[src/rtl/axis_pkg.sv]
`default_nettype none
// ============================================================================
// Module      : axis_pkg
// Description : Shared types for the AXI-Stream setpoint path (slew limiter
//               state encoding).
// Revision    : 1.0 - initial release
// ============================================================================
package axis_pkg;

  // Slew limiter control state, two-bit encoding.
  typedef enum logic [1:0] {
    ST_IDLE = 2'd0,
    ST_RAMP = 2'd1,
    ST_HOLD = 2'd2
  } slew_state_t;

endpackage : axis_pkg
`default_nettype wire

[src/rtl/slew_step.sv]
`default_nettype none
// ============================================================================
// Module      : slew_step
// Description : Combinational single-step clamp. Moves i_cur toward i_tgt by
//               at most i_step; lands exactly on i_tgt when within reach so
//               the result never overshoots.
// Revision    : 1.0 - initial release
// ============================================================================
module slew_step
  import axis_pkg::*;
#(
  parameter int W  = 32,
  parameter int SW = 16
) (
  input  logic [W-1:0]  i_cur,
  input  logic [W-1:0]  i_tgt,
  input  logic [SW-1:0] i_step,
  output logic [W-1:0]  o_next_cur
);

  // One extra bit keeps tgt - cur exact across the full signed range.
  logic [W:0]   w_diff;
  logic [W:0]   w_mag;
  logic [W:0]   w_step_wide;
  logic [W-1:0] w_step_n;
  logic         w_within;

  assign w_diff      = {i_tgt[W-1], i_tgt} - {i_cur[W-1], i_cur};
  assign w_mag       = w_diff[W] ? (~w_diff + 1'b1) : w_diff;
  assign w_step_wide = {{(W+1-SW){1'b0}}, i_step};
  assign w_within    = (w_mag <= w_step_wide);

  // Step zero-extended to sample width; the replication is empty when SW == W.
  generate
    if (SW < W) begin : g_step_ext
      assign w_step_n = {{(W-SW){1'b0}}, i_step};
    end else begin : g_step_full
      assign w_step_n = i_step[W-1:0];
    end
  endgenerate

  // When out of reach the true result lies strictly between cur and tgt, so
  // the W-bit add/subtract below can never wrap.
  always_comb begin
    o_next_cur = i_tgt;
    if (!w_within) begin
      if (w_diff[W]) begin
        o_next_cur = i_cur - w_step_n;
      end else begin
        o_next_cur = i_cur + w_step_n;
      end
    end
  end

endmodule : slew_step
`default_nettype wire

[src/rtl/axis_slew_limiter.sv]
`default_nettype none
// ============================================================================
// Module      : axis_slew_limiter
// Description : Rate-limited setpoint follower. Latches the incoming target
//               and emits a signed AXI-Stream sample stream that walks toward
//               it by at most cfg_step per beat, one beat per cfg_prescale+1
//               cycles. Backpressure stalls the ramp without dropping beats.
// Revision    : 1.0 - initial release
// ============================================================================
module axis_slew_limiter
  import axis_pkg::*;
#(
  parameter int AXIS_TDATA_WIDTH = 32,
  parameter int STEP_WIDTH       = 16,
  parameter int PRESCALE_WIDTH   = 16
) (
  input  logic                        aclk,
  input  logic                        aresetn,
  input  logic [STEP_WIDTH-1:0]       cfg_step,
  input  logic [PRESCALE_WIDTH-1:0]   cfg_prescale,
  input  logic [AXIS_TDATA_WIDTH-1:0] s_axis_tdata,
  input  logic                        s_axis_tvalid,
  output logic                        s_axis_tready,
  output logic [AXIS_TDATA_WIDTH-1:0] m_axis_tdata,
  output logic                        m_axis_tvalid,
  input  logic                        m_axis_tready,
  output logic                        sts_busy,
  output logic                        sts_at_target
);

  logic [AXIS_TDATA_WIDTH-1:0] r_tgt;
  logic                        r_have_target;
  logic [AXIS_TDATA_WIDTH-1:0] r_cur;
  logic                        r_m_valid;
  logic [PRESCALE_WIDTH-1:0]   r_cnt;
  slew_state_t                 r_state;
  slew_state_t                 w_next_state;
  logic [AXIS_TDATA_WIDTH-1:0] w_next_cur;
  logic                        w_equal;
  logic                        w_slot_free;
  logic                        w_tick;

  assign w_equal     = (r_cur == r_tgt);
  assign w_slot_free = !r_m_valid || m_axis_tready;
  assign w_tick      = r_have_target && (r_cnt == '0) && w_slot_free;

  slew_step #(
    .W  (AXIS_TDATA_WIDTH),
    .SW (STEP_WIDTH)
  ) u_slew_step (
    .i_cur      (r_cur),
    .i_tgt      (r_tgt),
    .i_step     (cfg_step),
    .o_next_cur (w_next_cur)
  );

  // Target register: last write wins; a target, once seen, persists until reset.
  always_ff @(posedge aclk) begin
    if (!aresetn) begin
      r_tgt         <= '0;
      r_have_target <= 1'b0;
    end else if (s_axis_tvalid) begin
      r_tgt         <= s_axis_tdata;
      r_have_target <= 1'b1;
    end
  end

  // Beat generator: a tick advances cur and reloads the spacing counter;
  // otherwise the counter runs down and an accepted beat is retired.
  always_ff @(posedge aclk) begin
    if (!aresetn) begin
      r_cur     <= '0;
      r_m_valid <= 1'b0;
      r_cnt     <= '0;
    end else if (w_tick) begin
      r_cur     <= w_next_cur;
      r_m_valid <= 1'b1;
      r_cnt     <= cfg_prescale;
    end else begin
      if (r_cnt != '0) begin
        r_cnt <= r_cnt - PRESCALE_WIDTH'(1);
      end
      if (m_axis_tready) begin
        r_m_valid <= 1'b0;
      end
    end
  end

  // State register.
  always_ff @(posedge aclk) begin
    if (!aresetn) begin
      r_state <= ST_IDLE;
    end else begin
      r_state <= w_next_state;
    end
  end

  // Next state follows the registered cur/tgt comparison once a target exists.
  always_comb begin
    w_next_state = r_state;
    case (r_state)
      ST_IDLE: begin
        if (r_have_target) begin
          w_next_state = w_equal ? ST_HOLD : ST_RAMP;
        end
      end
      ST_RAMP: begin
        if (w_equal) begin
          w_next_state = ST_HOLD;
        end
      end
      ST_HOLD: begin
        if (!w_equal) begin
          w_next_state = ST_RAMP;
        end
      end
      default: w_next_state = ST_IDLE;
    endcase
  end

  assign s_axis_tready = 1'b1;
  assign m_axis_tdata  = r_cur;
  assign m_axis_tvalid = r_m_valid;
  assign sts_busy      = (r_state == ST_RAMP);
  assign sts_at_target = (r_state == ST_HOLD);

endmodule : axis_slew_limiter
`default_nettype wire

[config.mk]
export PLATFORM = sky130hd
export DESIGN_NAME = axis_slew_limiter
export DESIGN_NICKNAME = d
export VERILOG_FILES = /design/src/rtl/axis_pkg.sv /design/src/rtl/slew_step.sv /design/src/rtl/axis_slew_limiter.sv
export SDC_FILE = /design/constraint.sdc
export NUM_CORES = 1
export LEC_CHECK = 0
export ABC_CLOCK_PERIOD_IN_PS = 8150
export CORE_ASPECT_RATIO = 1.75
export CORE_UTILIZATION = 40
export DETAILED_ROUTE_END_ITERATION = 10
export SLEW_MARGIN = 20
export SYNTH_ARGS = -nofsm -noshare
export SYNTH_HDL_FRONTEND = slang
export SYNTH_SLANG_ARGS = --single-unit
export TNS_END_PERCENT = 20
[constraint.sdc]
create_clock -name aclk -period 8.15 [get_ports aclk]
set_input_delay 1.2225 -clock aclk [delete_from_list [all_inputs] [get_ports aclk]]
set_output_delay 1.2225 -clock aclk [all_outputs]
set_load 0.01 [all_outputs]
==> flow_summary.rst <==
.. list-table::
   :header-rows: 1

   * - Metric
     - Value
   * - Number of nets in the layout
     - 1,423
   * - Clock root buffer master
     - sky130_fd_sc_hd__clkbuf_16
   * - CTS tree
     - built
   * - Number of violations reported at the end of detailed-routing iteration 0
     - 508
   * - Arrival @ worst endpoint
     - 7.36 ns
   * - Floorplan die area
     - 22,960 sq um
   * - Worst setup path category
     - reg2reg
   * - Worst Setup Start Kind
     - register
   * - Placed Cells
     - 1,555
   * - Count of input and output buffers
     - 102
   * - Number of synthesized flops with an enable pin
     - 0
   * - Io pins
     - 104
   * - Most common flop cell mapped by yosys
     - sky130_fd_sc_hd__dfxtp_1
   * - Class of the tightest hold or removal check
     - reg2reg
   * - Post-synth top area share
     - 18.82%
   * - CTS buffer count
     - 9
   * - Wire length of the first global-routing pass
     - ~48,000 um
   * - Fill cell instance count of the final layout
     - 2,309
   * - Mean instance size in the synthesized netlist
     - approximately 7.4 sq um
   * - Hold Fails Final Rpt
     - 0
   * - Source-to-sink clock delay at the later pin of the worst-skew pair
     - ~0.38 ns
   * - Initial core utilization
     - around 41%
   * - Clock Tree Buf Depth
     - 2
   * - Post-synthesis instance area
     - approximately 8900 sq um
   * - Top cells by area in the synthesized netlist
     - sky130_fd_sc_hd__dfxtp_1 19%, sky130_fd_sc_hd__ha_1 12%, sky130_fd_sc_hd__mux2i_1 6.5%
   * - Setup repair after global routing missed its margin
     - false
   * - Number of buffers inserted for hold repair after clock tree synthesis
     - 0
   * - Vias after detailed routing
     - just over 9,000
   * - Total GRT Usage
     - 27.59%
   * - Total number of placement rows
     - 72
   * - Antenna violations before repair
     - 0
   * - Die Ht
     - 199.7 um
   * - Net count after synthesis
     - about 1,400
   * - Origin of the worst min-delay path
     - r_tgt[30]
   * - #FFs+latches synth
     - between 80 and 90
   * - Core area
     - 21,980 sq um
   * - VDD IR max
     - 209.0 uV
   * - Remaining Overflow, GRT
     - 0
   * - Layout Area Growth over Synthesis
     - 16.79%
   * - Largest net degree at the start of global routing
     - 71
   * - Hold Path Cell Cnt
     - 2
   * - Required time reported for the critical path endpoint
     - 8.39 ns
   * - Leading cell types in the layout, fill and taps excluded
     - 121 x sky130_fd_sc_hd__nor2_1, 111 x sky130_fd_sc_hd__a21oi_1, 101 x sky130_fd_sc_hd__clkdlybuf4s50_1, 100 x sky130_fd_sc_hd__o21ai_0, 84 x sky130_fd_sc_hd__dfxtp_1
   * - Fraction of registers with async set/reset
     - 0%
   * - Clock sink count
     - 84
   * - Residual antenna-violating net count after detailed routing
     - 0
   * - PD cells
     - 321.4 nW/um^2
   * - Sequential cell area fraction in the yosys report
     - 18.82%
   * - Unique cell type count in the Yosys netlist
     - 86
   * - Number of global-route vias before repair
     - 9,101
   * - Total routed wirelength
     - just over 30,000 um
   * - Final HPWL DP
     - 24,570 um
   * - Proportion of layout cells with a drive suffix above 1
     - under 10%
   * - Tightest Pin Transition
     - 1.083 ns
   * - End point of the worst hold path
     - m_axis_tdata[30]
   * - Antenna diode count
     - 0
   * - Final critical-path required period
     - 7.120 ns
   * - Leading area contributor after synthesis
     - sky130_fd_sc_hd__dfxtp_1
   * - Final core utilization
     - 47.47%
   * - Clock skew after layout
     - roughly 0.019 ns
   * - Final Non-Filler Cells
     - 1,571
   * - Period Utilization, post-route
     - approximately 87%
   * - Relative max-transition margin
     - 27.81%
   * - Routed length per instance
     - 19.64 um
   * - Number of max-slew violations in the final report
     - 0
   * - Die width
     - 115.0 um
   * - R2r endpoint
     - m_axis_tdata[17]
   * - Leading cell type in the layout, fill and taps excluded
     - sky130_fd_sc_hd__nor2_1
   * - Detailed Routing Iterations Pass 1
     - 5
   * - Result of the run
     - completed
   * - Sum of negative setup slack
     - 0 ns
   * - Worst hold slack
     - 0.4845 ns
   * - Final setup fails
     - 0
   * - Maximum Capacitance Violations
     - 0
   * - Depth of the CTS H-tree
     - 3
   * - DRC Markers
     - 0
   * - Leakage power of the design
     - 4.248 nW
   * - Post-CTS clock slew at the launch and capture registers of the worst setup and hold paths
     - 0.06 ns
   * - Type of element capturing the critical path
     - register
   * - Fmax
     - 140.4 MHz
   * - Number of gates resized after CTS
     - 0
   * - Launching point of the worst reg2reg path
     - m_axis_tdata[17]
   * - Maximum fanout along the worst path
     - 21
   * - Per-cell via count in the routed design
     - 5.816
   * - Total of warnings raised by yosys
     - 0
   * - Cells after synthesis
     - about 1,200
   * - Register-to-Register Path Depth
     - 26
   * - R2R Setup Slk
     - 1.03 ns
   * - Buffers inserted during post-CTS setup optimization
     - 0
   * - Final Wtd Congestion
     - 0.9476
-- cell families (layout without fill, tap and decap cells) --
family                   Yosys count  in the layout  share of synthesized area [%]
multiplexers                      59             59                          6.624
XOR/XNOR                          88             88                          8.626
AO/OA/AOI/OAI                    367            367                          25.96
buffers and inverters            131            205                          6.092
other                              1              1                        0.04197
adder cells (fa/ha/maj)           85             85                          12.07
flip-flops                        84             84                          18.82
AND/OR/NAND/NOR                  386            386                          21.76
-- final cells by class --
type,instances,area (sq um),share of cell area [%]
multi-input cells,986,6710,64.30
flip-flops and latches,84,1682,16.12
repair buffers,110,1076,10.31
well taps,296,370.4,3.549
inverters,79,296.5,2.842
clock buffers,10,229.0,2.194
clock inverters,6,71.32,0.6835
-- worst max-delay path: stages (launching register included) --
cell and delay (ns):
sky130_fd_sc_hd__dfxtp_1 0.45, sky130_fd_sc_hd__inv_1 0.08, sky130_fd_sc_hd__ha_1 0.45, sky130_fd_sc_hd__a21oi_2 0.30, sky130_fd_sc_hd__o21ai_1 0.19, sky130_fd_sc_hd__nor4_1 0.28
sky130_fd_sc_hd__o21ai_0 0.13, sky130_fd_sc_hd__a21oi_1 0.53, sky130_fd_sc_hd__o21ai_1 0.14, sky130_fd_sc_hd__nand2_1 0.64, sky130_fd_sc_hd__o21ai_0 0.22, sky130_fd_sc_hd__ha_1 0.33
sky130_fd_sc_hd__nor2b_1 0.13, sky130_fd_sc_hd__o21a_1 0.15, sky130_fd_sc_hd__o21ai_0 0.19, sky130_fd_sc_hd__nand2b_1 0.08, sky130_fd_sc_hd__a21oi_1 0.17, sky130_fd_sc_hd__o21ai_0 0.12
sky130_fd_sc_hd__a221o_1 0.31, sky130_fd_sc_hd__a21oi_1 0.16, sky130_fd_sc_hd__o32ai_1 0.10, sky130_fd_sc_hd__nand4b_1 0.26, sky130_fd_sc_hd__or4_4 0.54, sky130_fd_sc_hd__nor3_4 0.19
sky130_fd_sc_hd__buf_4 0.31, sky130_fd_sc_hd__and2_1 0.38, sky130_fd_sc_hd__a211oi_1 0.13
-- registers in the layout, summed over array words and instances, names as in the netlist --
register	flops
r_tgt	32
r_cnt	16
r_have_target	1
m_axis_tdata	32
m_axis_tvalid	1
r_state	2
-- synth_stat cells (4+ instances only) --
| master | count |
|---|---|
| sky130_fd_sc_hd__a211oi_1 | 10 |
| sky130_fd_sc_hd__a21o_1 | 22 |
| sky130_fd_sc_hd__a21oi_1 | 111 |
| sky130_fd_sc_hd__a21oi_2 | 5 |
| sky130_fd_sc_hd__a221oi_1 | 6 |
| sky130_fd_sc_hd__a22oi_1 | 5 |
| sky130_fd_sc_hd__a31oi_1 | 15 |
| sky130_fd_sc_hd__and2_1 | 5 |
| sky130_fd_sc_hd__and3_1 | 7 |
| sky130_fd_sc_hd__and4_1 | 4 |
| sky130_fd_sc_hd__buf_2 | 5 |
| sky130_fd_sc_hd__clkbuf_1 | 38 |
| sky130_fd_sc_hd__clkbuf_2 | 4 |
| sky130_fd_sc_hd__dfxtp_1 | 84 |
| sky130_fd_sc_hd__ha_1 | 83 |
| sky130_fd_sc_hd__inv_1 | 79 |
| sky130_fd_sc_hd__mux2i_1 | 58 |
| sky130_fd_sc_hd__nand2_1 | 80 |
| sky130_fd_sc_hd__nand2b_1 | 15 |
| sky130_fd_sc_hd__nand3_1 | 26 |
| sky130_fd_sc_hd__nand4_1 | 17 |
| sky130_fd_sc_hd__nor2_1 | 121 |
| sky130_fd_sc_hd__nor2b_1 | 13 |
| sky130_fd_sc_hd__nor3_1 | 38 |
| sky130_fd_sc_hd__nor4_1 | 14 |
| sky130_fd_sc_hd__nor4b_1 | 4 |
| sky130_fd_sc_hd__o211ai_1 | 14 |
| sky130_fd_sc_hd__o21a_1 | 8 |
| sky130_fd_sc_hd__o21ai_0 | 100 |
| sky130_fd_sc_hd__o21ai_1 | 7 |
| sky130_fd_sc_hd__o21bai_1 | 11 |
| sky130_fd_sc_hd__o31ai_1 | 11 |
| sky130_fd_sc_hd__or2_2 | 5 |
| sky130_fd_sc_hd__or3_1 | 9 |
| sky130_fd_sc_hd__or4_1 | 6 |
| sky130_fd_sc_hd__xnor2_1 | 55 |
| sky130_fd_sc_hd__xor2_1 | 33 |
-- through the flow --
step	total power [W]	instance area, sq um	worst slack, ns
finish	0.003354	10440	1.030
global route	0.003636	10440	0.6117
CTS	0.003354	10440	1.080
detailed placement	0.002895	10130	1.112
global placement	0.002884	10130	1.159
floorplan	0.002289	8935	2.002
-- how the worst max path moves through the flow --
stage                           from                to  slack, ns
global placement    m_axis_tdata[17]  m_axis_tdata[17]       1.16
detailed placement  m_axis_tdata[17]  m_axis_tdata[17]       1.11
floorplan            m_axis_tdata[0]  m_axis_tdata[13]       2.00
finish              m_axis_tdata[17]  m_axis_tdata[17]       1.03
CTS                 m_axis_tdata[17]  m_axis_tdata[17]       1.08
global route                r_tgt[0]  m_axis_tdata[21]       0.61
-- power breakdown --
| group | switching, W | internal (W) |
|---|---|---|
| Combinational | 0.00141 | 0.000949 |
| Sequential | 0.0000820 | 0.000476 |
| Clock | 0.000196 | 0.000240 |
| Total | 0.00169 | 0.00167 |
-- routing by layer --
| metal | vias to the layer above | track usage (%) | wire length [um] |
|---|---|---|---|
| met5 | - | 0 | 0 |
| met4 | 0 | 21.98 | 2494 |
| met3 | 110 | 3.427 | 844 |
| met2 | 225 | 52.30 | 16290 |
| met1 | 4304 | 26.30 | 11220 |
| li1 | 4498 | - | - |
No activity file was read; power rests on OpenSTA's default activity.
